==> config.mk <==
export PLATFORM = sky130hd
export DESIGN_NAME = multicycle_control_flat
export DESIGN_NICKNAME = d
export VERILOG_FILES = /design/src/rtl/multicycle_control_if.sv /design/src/rtl/multicycle_control.sv /design/src/flat_wrapper.sv
export SDC_FILE = /design/constraint.sdc
export NUM_CORES = 1
export LEC_CHECK = 0
export CORE_AREA = 3 3 40 42
export DETAILED_ROUTE_END_ITERATION = 10
export DIE_AREA = 0 0 43 45
export DONT_BUFFER_PORTS = 1
export PLACE_DENSITY = 0.58
export SLEW_MARGIN = 5
export SYNTH_ARGS = -nofsm -noshare
export SYNTH_HDL_FRONTEND = slang
export SYNTH_SLANG_ARGS = --single-unit
==> constraint.sdc <==
create_clock -name clk -period 4.11 [get_ports clk]
set_clock_uncertainty 0.1 [all_clocks]
set_input_delay 0.2055 -clock clk [delete_from_list [all_inputs] [get_ports clk]]
set_output_delay 0.2055 -clock clk [all_outputs]
set_load 0.02 [all_outputs]
==> src/rtl/multicycle_control_if.sv <==
// Control bundle between the multicycle control unit and the RV32I datapath.
// master = control unit, slave = datapath.
interface multicycle_control_if #(
  parameter int ALU_CTRL_WIDTH = 3
);
  logic [6:0]                op;
  logic [2:0]                funct3;
  logic                      funct7b5;
  logic                      Zero;
  logic                      PCWrite;
  logic                      AdrSrc;
  logic                      MemWrite;
  logic                      IRWrite;
  logic                      RegWrite;
  logic [1:0]                ResultSrc;
  logic [1:0]                ALUSrcA;
  logic [1:0]                ALUSrcB;
  logic [1:0]                ImmSrc;
  logic [ALU_CTRL_WIDTH-1:0] ALUControl;
  logic                      Illegal;

  modport master (
    input  op, funct3, funct7b5, Zero,
    output PCWrite, AdrSrc, MemWrite, IRWrite, RegWrite,
    output ResultSrc, ALUSrcA, ALUSrcB, ImmSrc,
    output ALUControl, Illegal
  );

  modport slave (
    output op, funct3, funct7b5, Zero,
    input  PCWrite, AdrSrc, MemWrite, IRWrite, RegWrite,
    input  ResultSrc, ALUSrcA, ALUSrcB, ImmSrc,
    input  ALUControl, Illegal
  );
endinterface

==> src/rtl/multicycle_control.sv <==
// Moore control FSM and ALU decoder for the multicycle RV32I datapath.
// Build option: RV_MC_JAL_EN adds the JAL state; otherwise jal traps.
module multicycle_control #(
  parameter int DATA_WIDTH     = 32,
  parameter int ALU_CTRL_WIDTH = 3
) (
  input  logic          clk,
  input  logic          rst_n,
  multicycle_control_if.master ctl
);
  if (DATA_WIDTH != 32 || ALU_CTRL_WIDTH < 3) begin : g_param_chk
    $error("multicycle_control: unsupported parameters");
  end

  typedef enum logic [3:0] {
    FETCH, DECODE, MEMADR, MEMREAD, MEMWB, MEMWRITE,
    EXECUTER, EXECUTEI, ALUWB, BEQ,
`ifdef RV_MC_JAL_EN
    JAL,
`endif
    TRAP
  } state_t;

  state_t     state;
  state_t     next;
  logic       illegal_q;
  logic [1:0] aluop;
  logic [2:0] aluctl;
  logic       pcw;
  logic       irw;
  logic       memw;
  logic       regw;
  logic       adr;
  logic [1:0] res;
  logic [1:0] srca;
  logic [1:0] srcb;
  logic [1:0] imm;

  logic is_load, is_store, is_r, is_i, is_beq, is_jal;

  assign is_load  = ctl.op == 7'b0000011;
  assign is_store = ctl.op == 7'b0100011;
  assign is_r     = ctl.op == 7'b0110011;
  assign is_i     = ctl.op == 7'b0010011;
  assign is_beq   = ctl.op == 7'b1100011;
  assign is_jal   = ctl.op == 7'b1101111;

  always_ff @(posedge clk or negedge rst_n) begin
    if (!rst_n) begin
      state     <= FETCH;
      illegal_q <= 1'b0;
    end else begin
      state <= next;
      if (next == TRAP) illegal_q <= 1'b1;
    end
  end

  always_comb begin
    next = state;
    case (state)
      FETCH:  next = DECODE;
      DECODE: begin
        unique case (1'b1)
          is_load, is_store: next = MEMADR;
          is_r:              next = EXECUTER;
          is_i:              next = EXECUTEI;
          is_beq:            next = BEQ;
`ifdef RV_MC_JAL_EN
          is_jal:            next = JAL;
`endif
          default:           next = TRAP;
        endcase
      end
      MEMADR:   next = is_load ? MEMREAD : MEMWRITE;
      MEMREAD:  next = MEMWB;
      EXECUTER: next = ALUWB;
      EXECUTEI: next = ALUWB;
`ifdef RV_MC_JAL_EN
      JAL:      next = ALUWB;
`endif
      MEMWB:    next = FETCH;
      MEMWRITE: next = FETCH;
      ALUWB:    next = FETCH;
      BEQ:      next = FETCH;
      TRAP:     next = TRAP;
      default:  next = FETCH;
    endcase
  end

  always_comb begin
    pcw   = 1'b0;
    irw   = 1'b0;
    memw  = 1'b0;
    regw  = 1'b0;
    adr   = 1'b0;
    res   = 2'b00;
    srca  = 2'b00;
    srcb  = 2'b00;
    aluop = 2'b00;
    case (state)
      FETCH: begin
        irw  = 1'b1;
        pcw  = 1'b1;
        srcb = 2'b10;
        res  = 2'b10;
      end
      DECODE: begin
        srca = 2'b01;
        srcb = 2'b01;
      end
      MEMADR: begin
        srca = 2'b10;
        srcb = 2'b01;
      end
      MEMREAD: adr = 1'b1;
      MEMWB: begin
        res  = 2'b01;
        regw = 1'b1;
      end
      MEMWRITE: begin
        adr  = 1'b1;
        memw = 1'b1;
      end
      EXECUTER: begin
        srca  = 2'b10;
        aluop = 2'b10;
      end
      EXECUTEI: begin
        srca  = 2'b10;
        srcb  = 2'b01;
        aluop = 2'b10;
      end
      ALUWB: regw = 1'b1;
      BEQ: begin
        srca  = 2'b10;
        aluop = 2'b01;
        pcw   = ctl.Zero;
      end
`ifdef RV_MC_JAL_EN
      JAL: begin
        srca = 2'b01;
        srcb = 2'b10;
        pcw  = 1'b1;
      end
`endif
      default: ;
    endcase
  end

  always_comb begin
    imm = 2'b00;
    unique case (1'b1)
      is_load, is_i: imm = 2'b00;
      is_store:      imm = 2'b01;
      is_beq:        imm = 2'b10;
      is_jal:        imm = 2'b11;
      default:       imm = 2'b00;
    endcase
  end

  // op[5] separates R-type sub from I-type addi with imm[10] set
  always_comb begin
    aluctl = 3'b000;
    case (aluop)
      2'b00: aluctl = 3'b000;
      2'b01: aluctl = 3'b001;
      2'b10: begin
        case (ctl.funct3)
          3'b000:  aluctl = (ctl.op[5] & ctl.funct7b5) ? 3'b001 : 3'b000;
          3'b010:  aluctl = 3'b101;
          3'b110:  aluctl = 3'b011;
          3'b111:  aluctl = 3'b010;
          default: aluctl = 3'b000;
        endcase
      end
      default: aluctl = 3'b000;
    endcase
  end

  // write enables must not glitch through while reset is held
  assign ctl.PCWrite    = pcw & rst_n;
  assign ctl.IRWrite    = irw & rst_n;
  assign ctl.MemWrite   = memw & rst_n;
  assign ctl.RegWrite   = regw & rst_n;
  assign ctl.AdrSrc     = adr;
  assign ctl.ResultSrc  = res;
  assign ctl.ALUSrcA    = srca;
  assign ctl.ALUSrcB    = srcb;
  assign ctl.ImmSrc     = imm;
  assign ctl.ALUControl = ALU_CTRL_WIDTH'(aluctl);
  assign ctl.Illegal    = illegal_q;
endmodule

==> src/flat_wrapper.sv <==
// flat-port wrapper written by rule: the top's interface ports become plain ports
module multicycle_control_flat 
#(
  parameter int DATA_WIDTH     = 32,
  parameter int ALU_CTRL_WIDTH = 3
)
  (clk, rst_n, ctl_op, ctl_funct3, ctl_funct7b5, ctl_Zero, ctl_PCWrite, ctl_AdrSrc, ctl_MemWrite, ctl_IRWrite, ctl_RegWrite, ctl_ResultSrc, ctl_ALUSrcA, ctl_ALUSrcB, ctl_ImmSrc, ctl_ALUControl, ctl_Illegal);
  multicycle_control_if #(.ALU_CTRL_WIDTH(ALU_CTRL_WIDTH)) ctl_i ();
  input  logic clk;
  input  logic rst_n;
  input wire logic [$bits(ctl_i.op)-1:0] ctl_op;
  input wire logic [$bits(ctl_i.funct3)-1:0] ctl_funct3;
  input wire logic [$bits(ctl_i.funct7b5)-1:0] ctl_funct7b5;
  input wire logic [$bits(ctl_i.Zero)-1:0] ctl_Zero;
  output wire logic [$bits(ctl_i.PCWrite)-1:0] ctl_PCWrite;
  output wire logic [$bits(ctl_i.AdrSrc)-1:0] ctl_AdrSrc;
  output wire logic [$bits(ctl_i.MemWrite)-1:0] ctl_MemWrite;
  output wire logic [$bits(ctl_i.IRWrite)-1:0] ctl_IRWrite;
  output wire logic [$bits(ctl_i.RegWrite)-1:0] ctl_RegWrite;
  output wire logic [$bits(ctl_i.ResultSrc)-1:0] ctl_ResultSrc;
  output wire logic [$bits(ctl_i.ALUSrcA)-1:0] ctl_ALUSrcA;
  output wire logic [$bits(ctl_i.ALUSrcB)-1:0] ctl_ALUSrcB;
  output wire logic [$bits(ctl_i.ImmSrc)-1:0] ctl_ImmSrc;
  output wire logic [$bits(ctl_i.ALUControl)-1:0] ctl_ALUControl;
  output wire logic [$bits(ctl_i.Illegal)-1:0] ctl_Illegal;
  assign ctl_i.op = ctl_op;
  assign ctl_i.funct3 = ctl_funct3;
  assign ctl_i.funct7b5 = ctl_funct7b5;
  assign ctl_i.Zero = ctl_Zero;
  assign ctl_PCWrite = ctl_i.PCWrite;
  assign ctl_AdrSrc = ctl_i.AdrSrc;
  assign ctl_MemWrite = ctl_i.MemWrite;
  assign ctl_IRWrite = ctl_i.IRWrite;
  assign ctl_RegWrite = ctl_i.RegWrite;
  assign ctl_ResultSrc = ctl_i.ResultSrc;
  assign ctl_ALUSrcA = ctl_i.ALUSrcA;
  assign ctl_ALUSrcB = ctl_i.ALUSrcB;
  assign ctl_ImmSrc = ctl_i.ImmSrc;
  assign ctl_ALUControl = ctl_i.ALUControl;
  assign ctl_Illegal = ctl_i.Illegal;
  multicycle_control #(.DATA_WIDTH(DATA_WIDTH), .ALU_CTRL_WIDTH(ALU_CTRL_WIDTH)) u_core (.clk(clk), .rst_n(rst_n), .ctl(ctl_i));
endmodule
Word level (Yosys, flattened, before mapping)
Index checks and enable logic that the tools add are counted.
W data, S select, Z words.
{"block": "op_classes", "eq_ne": 22, "n_mux": 16, "bitwise": 5, "reduce_logical": 8}
{"cell": "$pmux W4 S6", "n": 1}
{"cell": "$eq A4 B3 Y1 const B", "n": 4}
{"cell": "$eq A4 B4 Y1 const B", "n": 4}
{"cell": "$pmux W2 S2", "n": 4}
{"cell": "$pmux W4 S4", "n": 1}
{"cell": "$eq A7 B6 Y1 const B", "n": 2}
{"cell": "$eq A7 B7 Y1 const B", "n": 2}
{"cell": "$pmux W3 S4", "n": 1}
{"cell": "$eq A4 B2 Y1 const B", "n": 2}
{"cell": "$reduce_or A2 Y1", "n": 4}
{"cell": "$eq A7 B2 Y1 const B", "n": 1}
{"cell": "$eq A7 B5 Y1 const B", "n": 1}
{"cell": "$eq A3 B3 Y1 const B", "n": 2}
{"cell": "$pmux W2 S3", "n": 1}
{"cell": "$pmux W3 S2", "n": 1}
{"cell": "$and A1 B1 Y1", "n": 5}
{"cell": "$mux W1", "n": 5}
{"cell": "$eq A4 B1 Y1 const B", "n": 1}
{"cell": "$logic_not A4 Y1", "n": 1}
{"cell": "$reduce_or A4 Y1", "n": 1}
{"cell": "$eq A3 B2 Y1 const B", "n": 1}
{"cell": "$logic_not A3 Y1", "n": 1}
{"cell": "$mux W3", "n": 1}
{"cell": "$reduce_or A3 Y1", "n": 1}
{"cell": "other kinds (3)", "n": 3}
{"block": "totals", "regBits": 5, "inputBits": 14, "wordCells": 53}

Longest topological paths before layout
Gate-level depths: netlist of run 1.
{"block": "logic_depth", "ltp_word": 5, "ltp_mapped": 9}

Worst setup path after synthesis of run 1
No wires, ideal clock.
{"block": "synth_timing", "path_type": "register to output", "start": "register u_core.state[1]", "end": "output port ctl_ALUControl[2]", "t_arrival_ns": 1.712, "setup_slack_ns": 2.093, "stages_incl_launch_ff": 5, "path_buffers": 1, "cell_sequence": "dfrtp_1 buf_6 and4bb_2 ha_1 nor4_1"}
{"block": "synth_between", "elab_chain_len": 5}
{"element": "from (decl)", "line": "multicycle_control.sv:24", "rtl": "state_t state;"}
{"element": "from (signal assigned)", "line": "multicycle_control.sv:53", "rtl": "state <= next;"}
{"element": "$eq A4 B3 Y1", "line": "multicycle_control.sv:100", "rtl": "case (state)"}
{"element": "$reduce_or A2 Y1 (no line)"}
{"element": "$pmux W2 S2 (*)", "line": "multicycle_control.sv:100"}
{"element": "$eq A2 B2 Y1 or $eq A2 B1 Y1 (tied branches)", "line": "multicycle_control.sv:164", "rtl": "case (aluop)"}
{"element": "$pmux W3 S2 (*)", "line": "multicycle_control.sv:164"}
{"element": "to (decl)", "line": "flat_wrapper.sv:24", "rtl": "output wire logic [$bits(ctl_i.ALUControl)-1:0] ctl_ALUControl;"}
Mark *: on every way between the ends. The rest lies on a longest branch, timed or not.

Final worst setup path of run 1
{"block": "layout_timing", "start": "register u_core.state[2]", "end": "output port ctl_ALUControl[2]"}
Same word-level chain as after synthesis.

==> key figures, run 1 <==
Placed design
  – Dpl cells: 85
  – Routability Congestion: 0.759
  – Post-Place Setup Slack: 1.69 ns
  – Port Buffers: 0
  – HPWL after detailed placement: 994 um

Final layout
  – Fin cells: 90
  – Layout cells sized above 1: 0.160
  – N_diodes: 0
  – Layout filler cell count: 135
  – Area growth, synth to finish: 3.02%
  – Net count, final: 92

Logic synthesis
  – Mapped Area: 622 um^2
  – EDFF count, synth: 0
  – Top cell type's share of synthesized area: 0.201
  – Mapped Nets: 91
  – Synth async-reset ratio: 1.00
  – Post-synthesis sequential area ratio: 0.201
  – Syn_area_per_cell: 8.29 um^2
  – Leading area contributor after synthesis: dfrtp_1
  – Ranking of synthesized cells by area: dfrtp_1, a21oi_1, nand2_1
  – Synthesis-stage register bit count: 5
  – YS warnings: 0
  – Post-synthesis cell count: 75
  – Synth cell types: 33
  – Post-synth top cells: nand2_1, a21oi_1, nor2_1, dfrtp_1, inv_1
  – Most common cell in the netlist: nand2_1
  – Most used DFF post-synth: dfrtp_1

GRT
  – First-pass GRT wire length: 2130 um
  – Tot GR Track Use: 0.144
  – Met2 GRT Util: 0.234
  – Global route total overflow: 0
  – GRT met1 Usage: 0.177
  – Vias in the first global route: 501
  – Initial antenna violation count: 0
  – Largest net degree at the start of global routing: 18
  – Gr busiest metal: met2
  – GR Util met3: 0.0757

Die
  – Num rows: 13
  – IO Pins: 31
  – Core ar.: 1280 um^2
  – Die width: 43 um
  – Starting density of the core: 0.484
  – Die Area: 1940 um^2
  – Die Span Y: 45 um

Critical path
  – Worst Path Max Fanout: 13
  – Critical Path AT: 2.34 ns
  – Startpoint Class: register
  – FF-to-FF setup slack: 2.43 ns
  – Worst setup EP type: output pin
  – Reg-to-reg startpoint: u_core.state[1]$_DFF_PN0_
  – Cell count of the worst reg-to-reg path: 4
  – R2r endpoint: u_core.ctl.Illegal$_DFFE_PN0N_
  – Worst EP required: 3.80 ns
  – Crit path kind: register to output pin

STA
  – Rel. slew slack: 0.403
  – Period utilization: 0.643
  – Max Slew Vio Count: 0
  – Achievable Freq: 0.378 GHz
  – RSZ-0062 raised after global routing: false
  – Setup-failing EPs final: 0
  – Final min period: 2.64 ns
  – Fin. Hold Viols: 0
  – Slew @ Worst Pin: 0.888 ns
  – PnR worst setup slack: 1.47 ns
  – Setup TNS Final: 0 ns

Drt
  – 1st-pass router iterations: 4
  – Post-Route WL: 1290 um
  – Post-route antenna net violation count: 0
  – Via Count: 534
  – Initial DRC Count: 11
  – Avg WL per Cell: 14.3 um
  – # DRC: 0
  – Routed vias/inst: 5.93

CTS
  – Clk slew on worst S/H paths: 0.04 ns
  – Setup Buffers After CTS: 0
  – TritonCTS clock tree: yes
  – Clock Path Buffers: 2
  – Skew-Pair Late Insertion Delay: 0.24 ns
  – CTS root buffer: clkbuf_4
  – H-tree depth: 1
  – Cts repair resizes: 0
  – CTS Hold Buffers Added: 1
  – Clock sinks: 5
  – CTS buffer count: 3

Min path
  – Worst Min Path Start: ctl_op[6]
  – Hold Path Sink: u_core.state[3]$_DFF_PN0_
  – Hold Crit Depth: 2
  – Worst hold path type: input port to register

Flow run
  – Max cap viols: 0

Pwr
  – Maximum vdd ir drop: 0.408 mV
  – Static leakage: 0.000229 uW
  – P per Cell Area: 661 nW/um^2

Status
  – Outcome: complete, no violations
## per-stage QoR
step            util  cell area [um^2]  power, uW  hold slack (ns)
2_1_floorplan      -               622        358           -0.190
3_3_place_gp   0.470               604        368           -0.190
3_5_place_dp   0.470               604        368           -0.190
4_1_cts        0.499               641        428           0.0295
5_1_grt        0.499               641        465           0.0259
6_report       0.499               641        423           0.0388
## kinds of logic after synthesis
kind of cell / count (synthesis) / share of synthesized area
AND/OR/NAND/NOR: 39 / 0.443
AO/OA/AOI/OAI: 15 / 0.171
flip-flops: 5 / 0.201
buffers and inverters: 10 / 0.0885
adder cells (fa/ha/maj): 2 / 0.0402
XOR/XNOR: 4 / 0.0563
## where the power goes
group | internal [uW] | switching, uW
sequential | 64.6 | 72.0
clock | 36.6 | 18.2
combinational | 89.9 | 142
total | 191 | 232
## worst max path at each step
stage / from / end / slack (ns) / cells after the start
floorplan: u_core.state[1]$_DFF_PN0_ / ctl_ALUControl[2] / 2.09 / 4
global placement: u_core.state[2]$_DFF_PN0_ / ctl_ALUControl[2] / 1.75 / 4
detailed placement: u_core.state[2]$_DFF_PN0_ / ctl_ALUControl[2] / 1.69 / 4
CTS: u_core.state[2]$_DFF_PN0_ / ctl_ALUControl[2] / 1.43 / 4
global route: u_core.state[2]$_DFF_PN0_ / ctl_ALUControl[2] / 1.26 / 4
finish: u_core.state[2]$_DFF_PN0_ / ctl_ALUControl[2] / 1.47 / 4
## cells in the final DEF, fill, tap and decap left out, types with 2 or more instances in the layout
master,count
a21oi_1,7
nand3_1,2
nor2b_1,2
clkbuf_4,3
o21ai_2,2
nor4_1,4
o21ai_1,2
nand2_1,8
ha_1,2
nor3_1,4
xnor2_1,3
nor3b_1,2
inv_1,5
nor2_1,6
dfrtp_1,5
## routing by layer
metal	wire length, um	vias to the layer above	share of wire
li1	-	273	-
met1	536	238	0.42
met2	616	23	0.48
met3	134	0	0.10
met4	0	0	0
met5	0	-	0
## state kept, by name, indices dropped and copies added (netlist names)
name	flops
u_core.ctl.Illegal	1
u_core.state	4
## worst max-delay path, stage by stage, from the launching register on
cell and delay [ns]:
dfrtp_1 0.66, nor2b_1 0.28, nand2_1 0.10, ha_1 0.34, nor4_1 0.72
## layout make-up
| cell class | instances | area (um^2) | share of cell area |
|---|---|---|---|
| Multi-Input combinational cell | 60 | 442 | 0.689 |
| Tap cell | 15 | 18.8 | 0.0293 |
| Timing Repair Buffer | 1 | 10.0 | 0.0156 |
| Sequential cell | 5 | 125 | 0.195 |
| Inverter | 5 | 18.8 | 0.0293 |
| Clock buffer | 4 | 26.3 | 0.0410 |
Note: power is estimated with default switching activity, not from simulation.
==> run 2, diff against run 1 <==
--- a/config.mk
+++ b/config.mk
@@ -9,7 +9,7 @@
 export DETAILED_ROUTE_END_ITERATION = 10
 export DIE_AREA = 0 0 43 45
 export DONT_BUFFER_PORTS = 1
-export PLACE_DENSITY = 0.58
+export PLACE_DENSITY = 0.61
 export SLEW_MARGIN = 5
 export SYNTH_ARGS = -nofsm -noshare
 export SYNTH_HDL_FRONTEND = slang
==> constraint.sdc (replaced) <==
create_clock -name clk -period 2.2 [get_ports clk]
set_clock_uncertainty 0.1 [all_clocks]
set_input_delay 0.11 -clock clk [delete_from_list [all_inputs] [get_ports clk]]
set_output_delay 0.11 -clock clk [all_outputs]
set_load 0.02 [all_outputs]
==> run 2 against run 1 <==
Net effect: utilization rose by 9.0 points; sequential share of layout area fell by 2.6 points; largest power group unchanged; critical path depth rose by 4.
==> key figures, run 2 (synthesis gave the netlist of run 1 again) <==
Status
  – Outcome: complete, no violations

STA
  – Max Slew Vio Count: 0
  – Rel. slew slack: 0.568
  – RSZ-0062 raised after global routing: false
  – Slew @ Worst Pin: 0.647 ns
  – Setup-failing EPs final: 0
  – Fin. Hold Viols: 0
  – Achievable Freq: 0.497 GHz
  – Final min period: 2.01 ns
  – Setup TNS Final: 0 ns
  – Period utilization: 0.915

Min path
  – Worst Min Path Start: ctl_op[6]
  – Worst hold path type: input port to register
  – Hold Crit Depth: 3
  – Hold Path Sink: u_core.state[2]$_DFF_PN0_

GRT
  – Gr busiest metal: met2
  – Met2 GRT Util: 0.231
  – GRT met1 Usage: 0.213
  – First-pass GRT wire length: 2270 um
  – Largest net degree at the start of global routing: 17
  – Vias in the first global route: 544
  – GR Util met3: 0.0279
  – Initial antenna violation count: 0
  – Tot GR Track Use: 0.148
  – Global route total overflow: 0

Critical path
  – R2r endpoint: u_core.ctl.Illegal$_DFFE_PN0N_
  – Worst Path Max Fanout: 7
  – FF-to-FF setup slack: 0.67 ns
  – Reg-to-reg startpoint: u_core.state[3]$_DFF_PN0_
  – Worst setup EP type: output pin
  – Worst EP required: 1.99 ns
  – Startpoint Class: register
  – Cell count of the worst reg-to-reg path: 6
  – Critical Path AT: 1.80 ns
  – Crit path from: u_core.state[2]$_DFF_PN0_
  – Crit path kind: register to output pin

Final layout
  – Most common cell after layout, fill and taps aside: buf_4
  – Net count, final: 106
  – Area of the multi-input gates: 444 um^2
  – Top reg by flops: u_core.state
  – Area growth, synth to finish: 21.5%
  – Max reg flops: 4
  – Final Core Density: 0.588
  – Most frequent cells in the layout: buf_4, nand2_1, a21oi_1, nor2_1, inv_1
  – N_diodes: 0
  – Layout filler cell count: 123
  – Seq. cell area: 128 um^2
  – Layout cells sized above 1: 0.303

Die
  – Die Area: 1940 um^2
  – Core ar.: 1280 um^2
  – Starting density of the core: 0.484
  – IO Pins: 31
  – Die Span Y: 45 um
  – Die width: 43 um
  – Num rows: 13

Drt
  – Initial DRC Count: 3
  – Via Count: 577
  – Avg WL per Cell: 12.8 um
  – Post-route antenna net violation count: 0
  – Routed vias/inst: 5.55
  – 1st-pass router iterations: 4
  – # DRC: 0
  – Post-Route WL: 1330 um

Pwr
  – Maximum vdd ir drop: 0.630 mV
  – P per Cell Area: 1220 nW/um^2
  – Static leakage: 0.000297 uW

Placed design
  – Port Buffers: 0
  – Routability Congestion: 0.789
  – HPWL after detailed placement: 1060 um

CTS
  – Skew-Pair Late Insertion Delay: 0.24 ns
  – CTS buffer count: 3
  – CTS root buffer: clkbuf_4
  – TritonCTS clock tree: yes
  – Clk slew on worst S/H paths: 0.04 ns
  – H-tree depth: 1
  – Clock sinks: 5
  – Clock Path Buffers: 2

Flow run
  – Max cap viols: 0
-- run 2: cell count changes in the layout (fill, tap and decap cells not counted) --
cell,before,now
buf_4,0,12
dfrtp_1,5,3
dfrtp_2,0,2
dlygate4sd3_1,1,3
nor2b_1,2,1
nor2b_2,0,1
-- run 2: area by class of cell --
class,instances,area share
Sequential cell,5,0.169
Tap cell,15,0.0248
Clock buffer,4,0.0348
Timing Repair Buffer,15,0.159
Inverter,5,0.0248
Multi-Input combinational cell,60,0.588
-- run 2: repair_timing --
item / CTS / global route
endpoints found under the setup margin: 0 / 1
endpoints found under the hold margin: 7 / 0
hold buffers: 3 / 0
resized for setup: 0 / 3
buffers inserted: 0 / 1
-- run 2: metal layers --
| metal | vias up | wire (um) |
|---|---|---|
| met5 | - | 0 |
| met4 | 0 | 0 |
| met3 | 0 | 120 |
| met2 | 22 | 610 |
| met1 | 254 | 600 |
| li1 | 301 | - |
-- run 2: worst max-delay path by stage --
stage and to:
4_1_cts ctl_ALUControl[0], 2_1_floorplan ctl_ALUControl[2], 3_3_place_gp ctl_ALUControl[0], 5_1_grt ctl_ALUControl[0]
6_report ctl_ALUControl[0], 3_5_place_dp ctl_ALUControl[0]
-- run 2: worst max-delay path, cell delays in order, from the launching register on --
cell	delay, ns
dfrtp_2	0.45
and4bb_2	0.34
inv_1	0.07
ha_1	0.20
nand3_1	0.09
nor3_1	0.05
nor3_1	0.16
nor2_1	0.06
buf_4	0.15
-- run 2: power breakdown --
group / internal, uW / total, uW / switching, uW
Clock: 68.3 / 103 / 34.3
Combinational: 269 / 645 / 377
Sequential: 125 / 170 / 44.9
Total: 462 / 918 / 456
-- run 2: metrics by stage --
stage | setup WS [ns] | total power (uW) | hold WS (ns) | cells | cell area, um^2
after floorplan | 0.278 | 668 | -0.286 | 75 | 622
after global placement | 0.365 | 790 | -0.285 | 96 | 687
after detailed placement | 0.346 | 797 | -0.285 | 96 | 687
after CTS | 0.0836 | 912 | 0.0146 | 103 | 743
after global routing | 0.00255 | 994 | 0.0513 | 104 | 756
final | 0.187 | 918 | 0.0226 | 104 | 756
